### src/rtl/roic_frame_sequencer_if.sv
// Bus bundle for the ROIC frame sequencer: config writes, run control and timing outputs.
interface roic_frame_sequencer_if #(
  parameter int CW = 9
);
  logic          cfg_we;
  logic [1:0]    cfg_addr;
  logic [CW-1:0] cfg_wdata;
  logic          start;
  logic          stop;
  logic          cont;
  logic          tc;
  logic [7:0]    row_idx;
  logic [15:0]   frame_cnt;
  logic          frame_start;
  logic          frame_done;
  logic          busy;
  logic          err_cfg;

  modport slave (
    input  cfg_we, cfg_addr, cfg_wdata, start, stop, cont,
    output tc, row_idx, frame_cnt, frame_start, frame_done, busy, err_cfg
  );

  modport master (
    output cfg_we, cfg_addr, cfg_wdata, start, stop, cont,
    input  tc, row_idx, frame_cnt, frame_start, frame_done, busy, err_cfg
  );
endinterface

### src/rtl/roic_frame_sequencer.sv
// ROIC frame sequencer: per row, tc high for integ_len then low for the rest of line_len,
// rows per frame, optional inter-frame gap, single or continuous frames.
module roic_frame_sequencer #(
  parameter int MAX_ROWS = 240,
  parameter int CW       = 9
) (
  input  logic                   clk,
  input  logic                   rst,
  roic_frame_sequencer_if.slave  bus
);

  typedef enum logic [1:0] {IDLE = 2'd0, INTEG = 2'd1, READ = 2'd2, GAP = 2'd3} state_e;

  localparam logic [CW-1:0] ZERO_C     = {CW{1'b0}};
  localparam logic [CW-1:0] ONE_C      = {{(CW-1){1'b0}}, 1'b1};
  localparam logic [CW-1:0] MAX_ROWS_C = CW'(MAX_ROWS);

  state_e        state_q, state_d;
  logic [CW-1:0] cnt_q, cnt_d;
  logic [7:0]    row_q, row_d;
  logic [15:0]   frame_cnt_q, frame_cnt_d;
  logic          cont_q, cont_d;
  logic          stop_q, stop_d;
  logic [CW-1:0] integ_len_q, integ_len_d;
  logic [CW-1:0] line_len_q, line_len_d;
  logic [CW-1:0] rows_q, rows_d;
  logic [CW-1:0] gap_len_q, gap_len_d;
  logic          tc_q, busy_q, fs_q, fd_q, err_q;
  logic          fs_d, fd_d, err_d;

  logic          cfg_ok_s;
  logic          last_row_s;
  logic          stop_pend_s;
  logic          launch_s;

  assign cfg_ok_s = (integ_len_q != ZERO_C)
                 && ({1'b0, line_len_q} > ({1'b0, integ_len_q} + {1'b0, ONE_C}))
                 && (rows_q != ZERO_C) && (rows_q <= MAX_ROWS_C);
  assign last_row_s  = ({{(CW-8){1'b0}}, row_q} == (rows_q - ONE_C));
  assign stop_pend_s = stop_q | bus.stop;

  // Next-state, counters, config writes and registered output values.
  always_comb begin
    state_d     = state_q;
    cnt_d       = cnt_q;
    row_d       = row_q;
    frame_cnt_d = frame_cnt_q;
    cont_d      = cont_q;
    stop_d      = stop_q;
    integ_len_d = integ_len_q;
    line_len_d  = line_len_q;
    rows_d      = rows_q;
    gap_len_d   = gap_len_q;
    fs_d        = 1'b0;
    fd_d        = 1'b0;
    err_d       = 1'b0;
    launch_s    = 1'b0;

    case (state_q)
      IDLE: begin
        if (bus.start) begin
          if (cfg_ok_s) begin
            launch_s = 1'b1;
            cont_d   = bus.cont;
          end else begin
            err_d = 1'b1;
          end
        end else begin
          cont_d = cont_q;
        end
      end
      INTEG: begin
        if (cnt_q == ZERO_C) begin
          state_d = READ;
          cnt_d   = line_len_q - integ_len_q - ONE_C;
        end else begin
          cnt_d = cnt_q - ONE_C;
        end
      end
      READ: begin
        if (cnt_q != ZERO_C) begin
          cnt_d = cnt_q - ONE_C;
        end else if (!last_row_s) begin
          state_d = INTEG;
          cnt_d   = integ_len_q - ONE_C;
          row_d   = row_q + 8'd1;
        end else begin
          // Frame boundary: done pulse and count land with the exit from READ.
          fd_d        = 1'b1;
          frame_cnt_d = frame_cnt_q + 16'd1;
          row_d       = 8'd0;
          if (gap_len_q != ZERO_C) begin
            state_d = GAP;
            cnt_d   = gap_len_q - ONE_C;
          end else if (cont_q && !stop_pend_s) begin
            launch_s = 1'b1;
          end else begin
            state_d = IDLE;
          end
        end
      end
      GAP: begin
        if (cnt_q != ZERO_C) begin
          cnt_d = cnt_q - ONE_C;
        end else if (cont_q && !stop_pend_s) begin
          launch_s = 1'b1;
        end else begin
          state_d = IDLE;
        end
      end
      default: begin
        state_d = IDLE;
      end
    endcase

    if (launch_s) begin
      state_d = INTEG;
      cnt_d   = integ_len_q - ONE_C;
      row_d   = 8'd0;
      fs_d    = 1'b1;
    end else begin
      fs_d = 1'b0;
    end

    if ((state_q != IDLE) && bus.stop) begin
      stop_d = 1'b1;
    end else begin
      stop_d = stop_d;
    end
    if (state_d == IDLE) begin
      stop_d = 1'b0;
    end else begin
      stop_d = stop_d;
    end

    // Writes only land while idle; the start decision above already used the old values.
    if (bus.cfg_we) begin
      if (state_q == IDLE) begin
        case (bus.cfg_addr)
          2'd0:    integ_len_d = bus.cfg_wdata;
          2'd1:    line_len_d  = bus.cfg_wdata;
          2'd2:    rows_d      = bus.cfg_wdata;
          2'd3:    gap_len_d   = bus.cfg_wdata;
          default: integ_len_d = integ_len_q;
        endcase
      end else begin
        err_d = 1'b1;
      end
    end else begin
      err_d = err_d;
    end
  end

  // State, counter, config and output registers.
  always_ff @(posedge clk) begin
    if (rst) begin
      state_q     <= IDLE;
      cnt_q       <= ZERO_C;
      row_q       <= 8'd0;
      frame_cnt_q <= 16'd0;
      cont_q      <= 1'b0;
      stop_q      <= 1'b0;
      integ_len_q <= CW'(20);
      line_len_q  <= CW'(64);
      rows_q      <= CW'(240);
      gap_len_q   <= ZERO_C;
      tc_q        <= 1'b0;
      busy_q      <= 1'b0;
      fs_q        <= 1'b0;
      fd_q        <= 1'b0;
      err_q       <= 1'b0;
    end else begin
      state_q     <= state_d;
      cnt_q       <= cnt_d;
      row_q       <= row_d;
      frame_cnt_q <= frame_cnt_d;
      cont_q      <= cont_d;
      stop_q      <= stop_d;
      integ_len_q <= integ_len_d;
      line_len_q  <= line_len_d;
      rows_q      <= rows_d;
      gap_len_q   <= gap_len_d;
      tc_q        <= (state_d == INTEG);
      busy_q      <= (state_d != IDLE);
      fs_q        <= fs_d;
      fd_q        <= fd_d;
      err_q       <= err_d;
    end
  end

  assign bus.tc          = tc_q;
  assign bus.row_idx     = row_q;
  assign bus.frame_cnt   = frame_cnt_q;
  assign bus.frame_start = fs_q;
  assign bus.frame_done  = fd_q;
  assign bus.busy        = busy_q;
  assign bus.err_cfg     = err_q;

endmodule

### src/flat_wrapper.sv
// flat-port wrapper written by rule: the top's interface ports become plain ports
module roic_frame_sequencer_flat 
#(
  parameter int MAX_ROWS = 240,
  parameter int CW       = 9
)
  (clk, rst, bus_cfg_we, bus_cfg_addr, bus_cfg_wdata, bus_start, bus_stop, bus_cont, bus_tc, bus_row_idx, bus_frame_cnt, bus_frame_start, bus_frame_done, bus_busy, bus_err_cfg);
  roic_frame_sequencer_if #(.CW(CW)) bus_i ();
  input  logic clk;
  input  logic rst;
  input wire logic [$bits(bus_i.cfg_we)-1:0] bus_cfg_we;
  input wire logic [$bits(bus_i.cfg_addr)-1:0] bus_cfg_addr;
  input wire logic [$bits(bus_i.cfg_wdata)-1:0] bus_cfg_wdata;
  input wire logic [$bits(bus_i.start)-1:0] bus_start;
  input wire logic [$bits(bus_i.stop)-1:0] bus_stop;
  input wire logic [$bits(bus_i.cont)-1:0] bus_cont;
  output wire logic [$bits(bus_i.tc)-1:0] bus_tc;
  output wire logic [$bits(bus_i.row_idx)-1:0] bus_row_idx;
  output wire logic [$bits(bus_i.frame_cnt)-1:0] bus_frame_cnt;
  output wire logic [$bits(bus_i.frame_start)-1:0] bus_frame_start;
  output wire logic [$bits(bus_i.frame_done)-1:0] bus_frame_done;
  output wire logic [$bits(bus_i.busy)-1:0] bus_busy;
  output wire logic [$bits(bus_i.err_cfg)-1:0] bus_err_cfg;
  assign bus_i.cfg_we = bus_cfg_we;
  assign bus_i.cfg_addr = bus_cfg_addr;
  assign bus_i.cfg_wdata = bus_cfg_wdata;
  assign bus_i.start = bus_start;
  assign bus_i.stop = bus_stop;
  assign bus_i.cont = bus_cont;
  assign bus_tc = bus_i.tc;
  assign bus_row_idx = bus_i.row_idx;
  assign bus_frame_cnt = bus_i.frame_cnt;
  assign bus_frame_start = bus_i.frame_start;
  assign bus_frame_done = bus_i.frame_done;
  assign bus_busy = bus_i.busy;
  assign bus_err_cfg = bus_i.err_cfg;
  roic_frame_sequencer #(.MAX_ROWS(MAX_ROWS), .CW(CW)) u_core (.clk(clk), .rst(rst), .bus(bus_i));
endmodule
### config.mk
export PLATFORM = sky130hd
export DESIGN_NAME = roic_frame_sequencer_flat
export DESIGN_NICKNAME = d
export VERILOG_FILES = /design/src/rtl/roic_frame_sequencer_if.sv /design/src/rtl/roic_frame_sequencer.sv /design/src/flat_wrapper.sv
export SDC_FILE = /design/constraint.sdc
export NUM_CORES = 1
export LEC_CHECK = 0
export BUFFER_PORTS_ARGS = -buffer_cell sky130_fd_sc_hd__buf_2
export CAP_MARGIN = 10
export CORE_MARGIN = 2
export CORE_UTILIZATION = 55
export CTS_BUF_LIST = sky130_fd_sc_hd__clkbuf_16
export CTS_CLUSTER_SIZE = 24
export DETAILED_ROUTE_END_ITERATION = 10
export MAX_ROUTING_LAYER = met4
export PLACE_DENSITY_LB_ADDON = 0.08
export SYNTH_ARGS = -nofsm -noshare
export SYNTH_HDL_FRONTEND = slang
export SYNTH_SLANG_ARGS = --single-unit
### constraint.sdc
create_clock -name clk -period 3.7 [get_ports clk]
set_input_delay 0.74 -clock clk [delete_from_list [all_inputs] [get_ports clk]]
set_output_delay 0.74 -clock clk [all_outputs]
set_load 0.02 [all_outputs]
==> key figures, run 1 <==
Floorplan
  • Std-Cell Rows: 34
  • Floorplan Core Area: 8810 sq um
  • Die area: between 9000 and 10,000 sq um
  • Initial Utilization: 0.571
  • Top-level I/O count: 46
  • Overall die height: 99.7 um
  • Die span in x: 99.7 um

Yosys
  • Average size of a mapped cell: 7.94 sq um
  • Register area share after synthesis: 0.310
  • Share of synthesized flip-flops with an asynchronous set or reset: 0
  • Cell area after synthesis: 5030 sq um
  • Number of enable flip-flop cells after synthesis: 0
  • Synth Area in Simple Gates: 0.264
  • Share of Yosys cell area claimed by the top area cell type: 0.310
  • Dominant register cell in the synthesized netlist: sky130_fd_sc_hd__dfxtp_1
  • Cell count after synthesis: about 630
  • Number of synthesized register bits: 78
  • Main combinational cell family by area after synthesis: simple AND/OR/NAND/NOR gates
  • Yosys synthesis warning count: 0
  • Mux share of post-synthesis cell area: 0.0139
  • Number of nets produced by synthesis: 680
  • Fraction of synthesized cell area in xor and xnor cells: 0.101
  • Synth area leaders: sky130_fd_sc_hd__dfxtp_1 (31%), sky130_fd_sc_hd__nand2_1 (7.5%), sky130_fd_sc_hd__ha_1 (7.0%)
  • Number of distinct library cell variants in the gate-level netlist after synthesis: 69
  • Fraction of the mapped netlist area in adder cells: 0.0736
  • Compound-Gate Fraction of Synth Area: 0.190
  • Cell taking the most area after synthesis: sky130_fd_sc_hd__dfxtp_1

Drt
  • Number of DRC violations after detailed routing: 0
  • Detailed-route vias per instance: 5.91
  • Wire length after detailed routing: 13,300 um
  • Iteration-0 DRC Markers: 260
  • Antenna Nets Post-Route: 0
  • Vias: roughly 4.7k
  • Mean routed wirelength per cell: roughly 17 um
  • TritonRoute pass-1 iters: 5

Pwr
  • Maximum resistive drop on vdd: between 0.2 and 0.3 mV
  • Power per cell area: 532 nW/um^2
  • Static Leakage: 2.31 nW

GRT
  • Initial antenna violation count: 0
  • Total track usage: 0.284
  • Pin count of the biggest net entering global routing: 38
  • Vias in the first global route: 4,247
  • Total congestion overflow after global routing: 0
  • Wire length of the first global-routing pass: 21,700 um

Place
  • Total instance count after detailed placement: 774
  • HPWL after DPL: 10,200 um
  • Placer's final routability congestion estimate: 1.01
  • Count of input and output buffers: between 40 and 50

Job
  • Max-cap check violation count: 0

Timing
  • Setup repair after global routing missed its margin: false
  • Achievable Freq: 0.290 GHz
  • Post-route setup TNS: 0 ns
  • Slew @ Worst Pin: 0.784 ns
  • Final period utilization: 0.933
  • Final Setup Violations: 0
  • Max-slew violation count: 0
  • Crit path time final: 3.45 ns
  • Hold Violations, Final: 0
  • Final worst clock skew: 0.0128 ns
  • Rel. slew slack: 0.473

Setup path
  • Arrival time at the worst endpoint: 3.64 ns
  • Critical-path cell list: inv_1 > ha_1 > o21ba_1 > a221oi_1 > a31oi_1 > or4_1 > or3_4 > a21o_1 > a211oi_1 > a211oi_2
  • Crit-path max cell delay: roughly 0.73 ns
  • Critical-path top delay cell: sky130_fd_sc_hd__or4_1
  • Type of origin of the critical path: flip-flop
  • Worst path required time: ~4 ns
  • Endpoint type of the worst setup path: flip-flop
  • Setup Crit Path Kind: flip-flop to flip-flop
  • FF-to-FF setup slack: between 0.2 and 0.25 ns
  • Largest fanout on the critical path: 9

Finish
  • Fin cells: 791
  • Leading cell type in the layout, fill and taps excluded: sky130_fd_sc_hd__nand2_1
  • Final layout net count: 724
  • Area growth from synthesis to layout: 13.4%
  • Most frequent cells in the layout: sky130_fd_sc_hd__nand2_1 (101), sky130_fd_sc_hd__dfxtp_1 (78), sky130_fd_sc_hd__nor2_1 (58), sky130_fd_sc_hd__a21oi_1 (57), sky130_fd_sc_hd__buf_2 (45)
  • Fillers: between 700 and 800
  • Fraction of final layout cells with drive strength greater than 1: 0.151
  • # diodes: 0

CTS
  • CTS tree: built
  • CTS H-tree lvls: 3
  • Clock-pin slew on the worst setup and hold paths: 0.07 ns
  • Clock Sinks: 78
  • CTS Hold Buffers Added: 0
  • Latest clock arrival within the worst-skew pair: 0.34 ns
  • Number of buffers on the longest clock path: 2
  • Root buffer cell: sky130_fd_sc_hd__clkbuf_16
  • CTS Buf Count: 9

Min path
  • Worst hold path class: flip-flop to flip-flop

Status
  • Status: finished clean
-- state kept, by name, summed over array words and instances, names as in the netlist --
signal / cells
u_core.bus.frame_cnt: 16
u_core.cnt_q: 9
u_core.gap_len_q: 9
u_core.integ_len_q: 9
u_core.line_len_q: 9
u_core.rows_q: 9
u_core.bus.row_idx: 8
u_core.state_q: 2
u_core.bus.busy: 1
u_core.bus.err_cfg: 1
u_core.bus.frame_done: 1
u_core.bus.frame_start: 1
u_core.bus.tc: 1
u_core.cont_q: 1
u_core.stop_q: 1
-- worst paths after layout --
path                                                        from  cells past startpoint                          endpoint
worst min register to register  u_core.gap_len_q[3]$_SDFFE_PP0P_                      2  u_core.gap_len_q[3]$_SDFFE_PP0P_
worst max register to register     u_core.rows_q[0]$_SDFFE_PP0P_                     10      u_core.cnt_q[7]$_SDFFE_PP0P_
worst max-delay path               u_core.rows_q[0]$_SDFFE_PP0P_                     10      u_core.cnt_q[7]$_SDFFE_PP0P_
worst min-delay path            u_core.gap_len_q[3]$_SDFFE_PP0P_                      2  u_core.gap_len_q[3]$_SDFFE_PP0P_
-- area by class of cell --
| class | count | area, sq um | share of cell area |
|---|---|---|---|
| Clock buffer | 9 | 225 | 0.0395 |
| Clock inverter | 7 | 72.6 | 0.0127 |
| Inverter | 24 | 90.1 | 0.0158 |
| Multi-Input combinational cell | 502 | 3250 | 0.569 |
| Sequential cell | 78 | 1560 | 0.274 |
| Tap cell | 108 | 135 | 0.0237 |
| Timing Repair Buffer | 63 | 373 | 0.0653 |
-- Yosys cell counts, types with 3 or more instances --
master                       n
sky130_fd_sc_hd__a31oi_1     4
sky130_fd_sc_hd__clkbuf_1   20
sky130_fd_sc_hd__nor2_1     58
sky130_fd_sc_hd__or3_1       9
sky130_fd_sc_hd__nor3b_1     4
sky130_fd_sc_hd__dfxtp_1    78
sky130_fd_sc_hd__nor3_1     12
sky130_fd_sc_hd__o21ai_1     6
sky130_fd_sc_hd__xor2_1     32
sky130_fd_sc_hd__o21ai_0    16
sky130_fd_sc_hd__o31ai_1     4
sky130_fd_sc_hd__a21o_1      8
sky130_fd_sc_hd__and4_1      3
sky130_fd_sc_hd__ha_1       28
sky130_fd_sc_hd__a211o_1     3
sky130_fd_sc_hd__and2_1      3
sky130_fd_sc_hd__a311oi_2    6
sky130_fd_sc_hd__buf_4       3
sky130_fd_sc_hd__nand2_1   101
sky130_fd_sc_hd__buf_2       3
sky130_fd_sc_hd__mux2i_1     7
sky130_fd_sc_hd__xnor2_1    26
sky130_fd_sc_hd__a21oi_1    57
sky130_fd_sc_hd__nand4_1    15
sky130_fd_sc_hd__o211ai_1    6
sky130_fd_sc_hd__buf_6       3
sky130_fd_sc_hd__nand2b_1    4
sky130_fd_sc_hd__nand3_1    18
sky130_fd_sc_hd__inv_1      23
sky130_fd_sc_hd__nor4_1      9
sky130_fd_sc_hd__nand3b_1    9
sky130_fd_sc_hd__a211oi_1    5
sky130_fd_sc_hd__and3_1      9
-- worst max-delay path, delay by kind of cell, from the launching register on --
family	cells	cell delay [ns]
AO/OA/AOI/OAI	6	1.29
adder cells (fa/ha/maj)	1	0.30
buffers and inverters	1	0.07
flip-flops	1	0.43
AND/OR/NAND/NOR	2	1.21
-- metal layers --
metal,part of all wire,global-route usage,wire length [um],up-vias
met5,0,-,0,-
met4,0.018,0.0875,240,0
met3,0.065,0.0478,873,25
met2,0.45,0.418,6010,169
met1,0.47,0.399,6210,2158
li1,-,-,-,2326
-- timing repair --
action	in CTS	in global routing
buffers inserted	0	1
gates resized for setup	0	3
setup endpoints to repair	0	19
-- report_power, final --
part	switching (mW)	internal [mW]	total [mW]
Combinational	0.640	0.486	1.13
Clock	0.377	0.525	0.902
Sequential	0.0883	0.918	1.01
Total	1.11	1.93	3.03
-- per-stage QoR --
stage | hold slack [ns] | power [mW] | util | setup slack, ns | cell area [sq um]
CTS | 0.483 | 3.02 | 0.644 | 0.103 | 5670
floorplan | 0.450 | 1.89 | - | 0.493 | 5030
global placement | 0.469 | 2.08 | 0.610 | 0.241 | 5370
finish | 0.484 | 3.03 | 0.648 | 0.249 | 5710
global route | 0.508 | 3.20 | 0.648 | 0.00258 | 5710
detailed placement | 0.473 | 2.11 | 0.610 | 0.129 | 5370
-- logic make-up after synthesis --
family                     count (synthesis)
DFF                                       78
adders and majority gates                 29
AOI/OAI and AO/OA                        139
xor gates and xnor gates                  58
muxes                                      7
and+or+nand+nor                          269
buffers and inverters                     54
No activity file was read; power rests on OpenSTA's default activity.
==> run 2: changes to the inputs <==
- BUFFER_PORTS_ARGS: -buffer_cell sky130_fd_sc_hd__buf_2 -> -buffer_cell sky130_fd_sc_hd__buf_4
- HOLD_SLACK_MARGIN: unset -> 0.02
==> run 2 against run 1 <==
Compared with the run above: die area stayed put; total power increased by 1.3%; critical path depth is the same; combinational power hardly changed; setup slack worse by 0.019 ns; sequential cell count stayed put; non-clock buffer count increased by 2; worst hold slack got worse by 0.0043 ns; critical endpoint unchanged; largest cell class unchanged.
==> key figures, run 2 (synthesis gave the netlist of run 1 again) <==
Finish
  • Leading cell type in the layout, fill and taps excluded: sky130_fd_sc_hd__nand2_1
  • Area growth from synthesis to layout: 16.1%
  • Final layout net count: 726 (+0.28%)
  • Flip-flop count of the largest register, all copies and words added: 16 (unchanged)
  • Fillers: 785 (+1.3%)
  • Fraction of final layout cells with drive strength greater than 1: 0.155 (+0.00394)
  • # diodes: 0 (unchanged)
  • Most frequent cells in the layout: sky130_fd_sc_hd__nand2_1 (101), sky130_fd_sc_hd__dfxtp_1 (78), sky130_fd_sc_hd__buf_4 (65), sky130_fd_sc_hd__nor2_1 (58), sky130_fd_sc_hd__a21oi_1 (57)
  • Fin cells: 793 (+0.25%)

GRT
  • Total congestion overflow after global routing: 0 (unchanged)
  • GR met1 Demand/Resource: 0.398 (-0.00130)
  • Vias in the first global route: 4,416 (+4.0%)
  • Pin count of the biggest net entering global routing: 73 (+92%)
  • Met3 capacity usage during global routing: 0.0394 (-0.00843)
  • Total track usage: 0.287 (+0.00321)
  • Layer with the highest usage after global routing: met2
  • Initial antenna violation count: 0 (unchanged)
  • Wire length of the first global-routing pass: 22,100 um (+2.2%)
  • Met2 track demand over resource in global routing: 0.445 (+0.0270)

Setup path
  • Setup Crit Path Kind: flip-flop to flip-flop
  • Endpoint type of the worst setup path: flip-flop
  • Worst path required time: 3.89 ns (about the same)
  • Arrival time at the worst endpoint: 3.66 ns (+0.02 ns)
  • Type of origin of the critical path: flip-flop
  • Largest fanout on the critical path: 9 (unchanged)

Floorplan
  • Std-Cell Rows: 34 (unchanged)
  • Initial Utilization: 0.571 (unchanged)
  • Die area: 9930 sq um (unchanged)
  • Overall die height: 99.7 um (unchanged)
  • Floorplan Core Area: 8810 sq um (unchanged)
  • Top-level I/O count: 46 (unchanged)
  • Die span in x: 99.7 um (unchanged)

Timing
  • Final Setup Violations: 0 (unchanged)
  • Max-slew violation count: 0 (unchanged)
  • Hold Violations, Final: 0 (unchanged)
  • Setup repair after global routing missed its margin: false
  • Crit path time final: 3.47 ns (+0.0191 ns)
  • Achievable Freq: 0.288 GHz (-0.55%)
  • Final worst clock skew: 0.00691 ns (-0.00593 ns)
  • Final period utilization: 0.938 (+0.00515)
  • Rel. slew slack: 0.396 (-0.0776)
  • Post-route setup TNS: 0 ns (unchanged)
  • Least setup slack across all paths after layout: 0.230 ns (-0.0190 ns)
  • Worst Hold Slack: 0.480 ns (-0.00433 ns)
  • Slew @ Worst Pin: 0.900 ns (+0.115 ns)

Pwr
  • Maximum resistive drop on vdd: 0.268 mV (+3.7%)
  • Total design power: 3.07 mW (+1.3%)
  • Static Leakage: 2.33 nW (+0.81%)
  • Power per cell area: 526 nW/um^2 (-0.98%)

CTS
  • Latest clock arrival within the worst-skew pair: 0.34 ns (about the same)
  • Clock Sinks: 78 (unchanged)
  • CTS Hold Buffers Added: 0 (unchanged)
  • CTS Buf Count: 9 (unchanged)
  • Clock-pin slew on the worst setup and hold paths: 0.07 ns (about the same)
  • Root buffer cell: sky130_fd_sc_hd__clkbuf_16
  • Number of buffers on the longest clock path: 2 (unchanged)
  • CTS tree: built
  • CTS H-tree lvls: 3 (unchanged)

Place
  • Count of input and output buffers: 45 (unchanged)
  • HPWL after DPL: 10,200 um (-0.13%)
  • Total instance count after detailed placement: 774 (unchanged)
  • Placer's final routability congestion estimate: 1.02 (+1.3%)
  • Minimum setup slack after placement: 0.170 ns (+0.0413 ns)

Drt
  • TritonRoute pass-1 iters: 5 (unchanged)
  • Vias: 4,685 (+0.15%)
  • Number of DRC violations after detailed routing: 0 (unchanged)
  • Antenna Nets Post-Route: 0 (unchanged)
  • Mean routed wirelength per cell: 16.9 um (+0.20%)
  • Detailed-route vias per instance: 5.91 (-0.10%)
  • Wire length after detailed routing: 13,400 um (+0.46%)
  • Iteration-0 DRC Markers: 287 (+10%)

Status
  • Status: finished clean

Min path
  • Worst hold path class: flip-flop to flip-flop

Job
  • Max-cap check violation count: 0 (unchanged)
==> run 2: final cells by class <==
type	count	area, sq um	area share
multi-input combinational	502	3250	0.557
sequential	78	1560	0.267
timing repair buffer	65	488	0.0835
clock buffer	9	225	0.0386
tap	108	135	0.0231
clock inverter	7	90.1	0.0154
inverter	24	90.1	0.0154
==> run 2: final timing paths <==
path,slack [ns],cells past startpoint,to,start
max,0.23,10,u_core.cnt_q[7]$_SDFFE_PP0P_,u_core.rows_q[0]$_SDFFE_PP0P_
min,0.48,2,u_core.integ_len_q[1]$_SDFFE_PP0P_,u_core.integ_len_q[1]$_SDFFE_PP0P_
max reg2reg,0.23,10,u_core.cnt_q[7]$_SDFFE_PP0P_,u_core.rows_q[0]$_SDFFE_PP0P_
min reg2reg,0.48,2,u_core.integ_len_q[1]$_SDFFE_PP0P_,u_core.integ_len_q[1]$_SDFFE_PP0P_
==> run 2: report_power, final <==
group / internal, mW / switching [mW] / leakage [nW]
Clock: 0.538 / 0.396 / 0.147
Combinational: 0.495 / 0.640 / 1.55
Sequential: 0.918 / 0.0880 / 0.634
Total: 1.95 / 1.12 / 2.33
==> run 2: per-layer routing <==
| metal | up-vias | routed length (um) |
|---|---|---|
| li1 | 2329 | - |
| met1 | 2183 | 6360 |
| met2 | 155 | 6160 |
| met3 | 18 | 689 |
| met4 | 0 | 185 |
| met5 | - | 0 |
==> run 2: timing repair <==
action | 4_1_cts | 5_1_grt
gates resized for setup | 0 | 3
setup buffers | 0 | 3
endpoints found under the setup margin | 0 | 21
==> run 2: critical path, cell delays in order, from the launching register on <==
cell and delay (ns):
sky130_fd_sc_hd__dfxtp_1 0.44, sky130_fd_sc_hd__inv_1 0.07, sky130_fd_sc_hd__ha_1 0.30, sky130_fd_sc_hd__o21ba_1 0.20, sky130_fd_sc_hd__a221oi_1 0.29, sky130_fd_sc_hd__a31oi_1 0.06, sky130_fd_sc_hd__or4_1 0.73, sky130_fd_sc_hd__or3_4 0.48
sky130_fd_sc_hd__a21o_1 0.28, sky130_fd_sc_hd__a211oi_1 0.37, sky130_fd_sc_hd__a211oi_2 0.11
==> run 2: through the flow <==
stage	cell area [sq um]	util
final	5840	0.663
after global routing	5840	0.663
after CTS	5800	0.658
after detailed placement	5480	0.623
after global placement	5480	0.623
after floorplan	5030	-
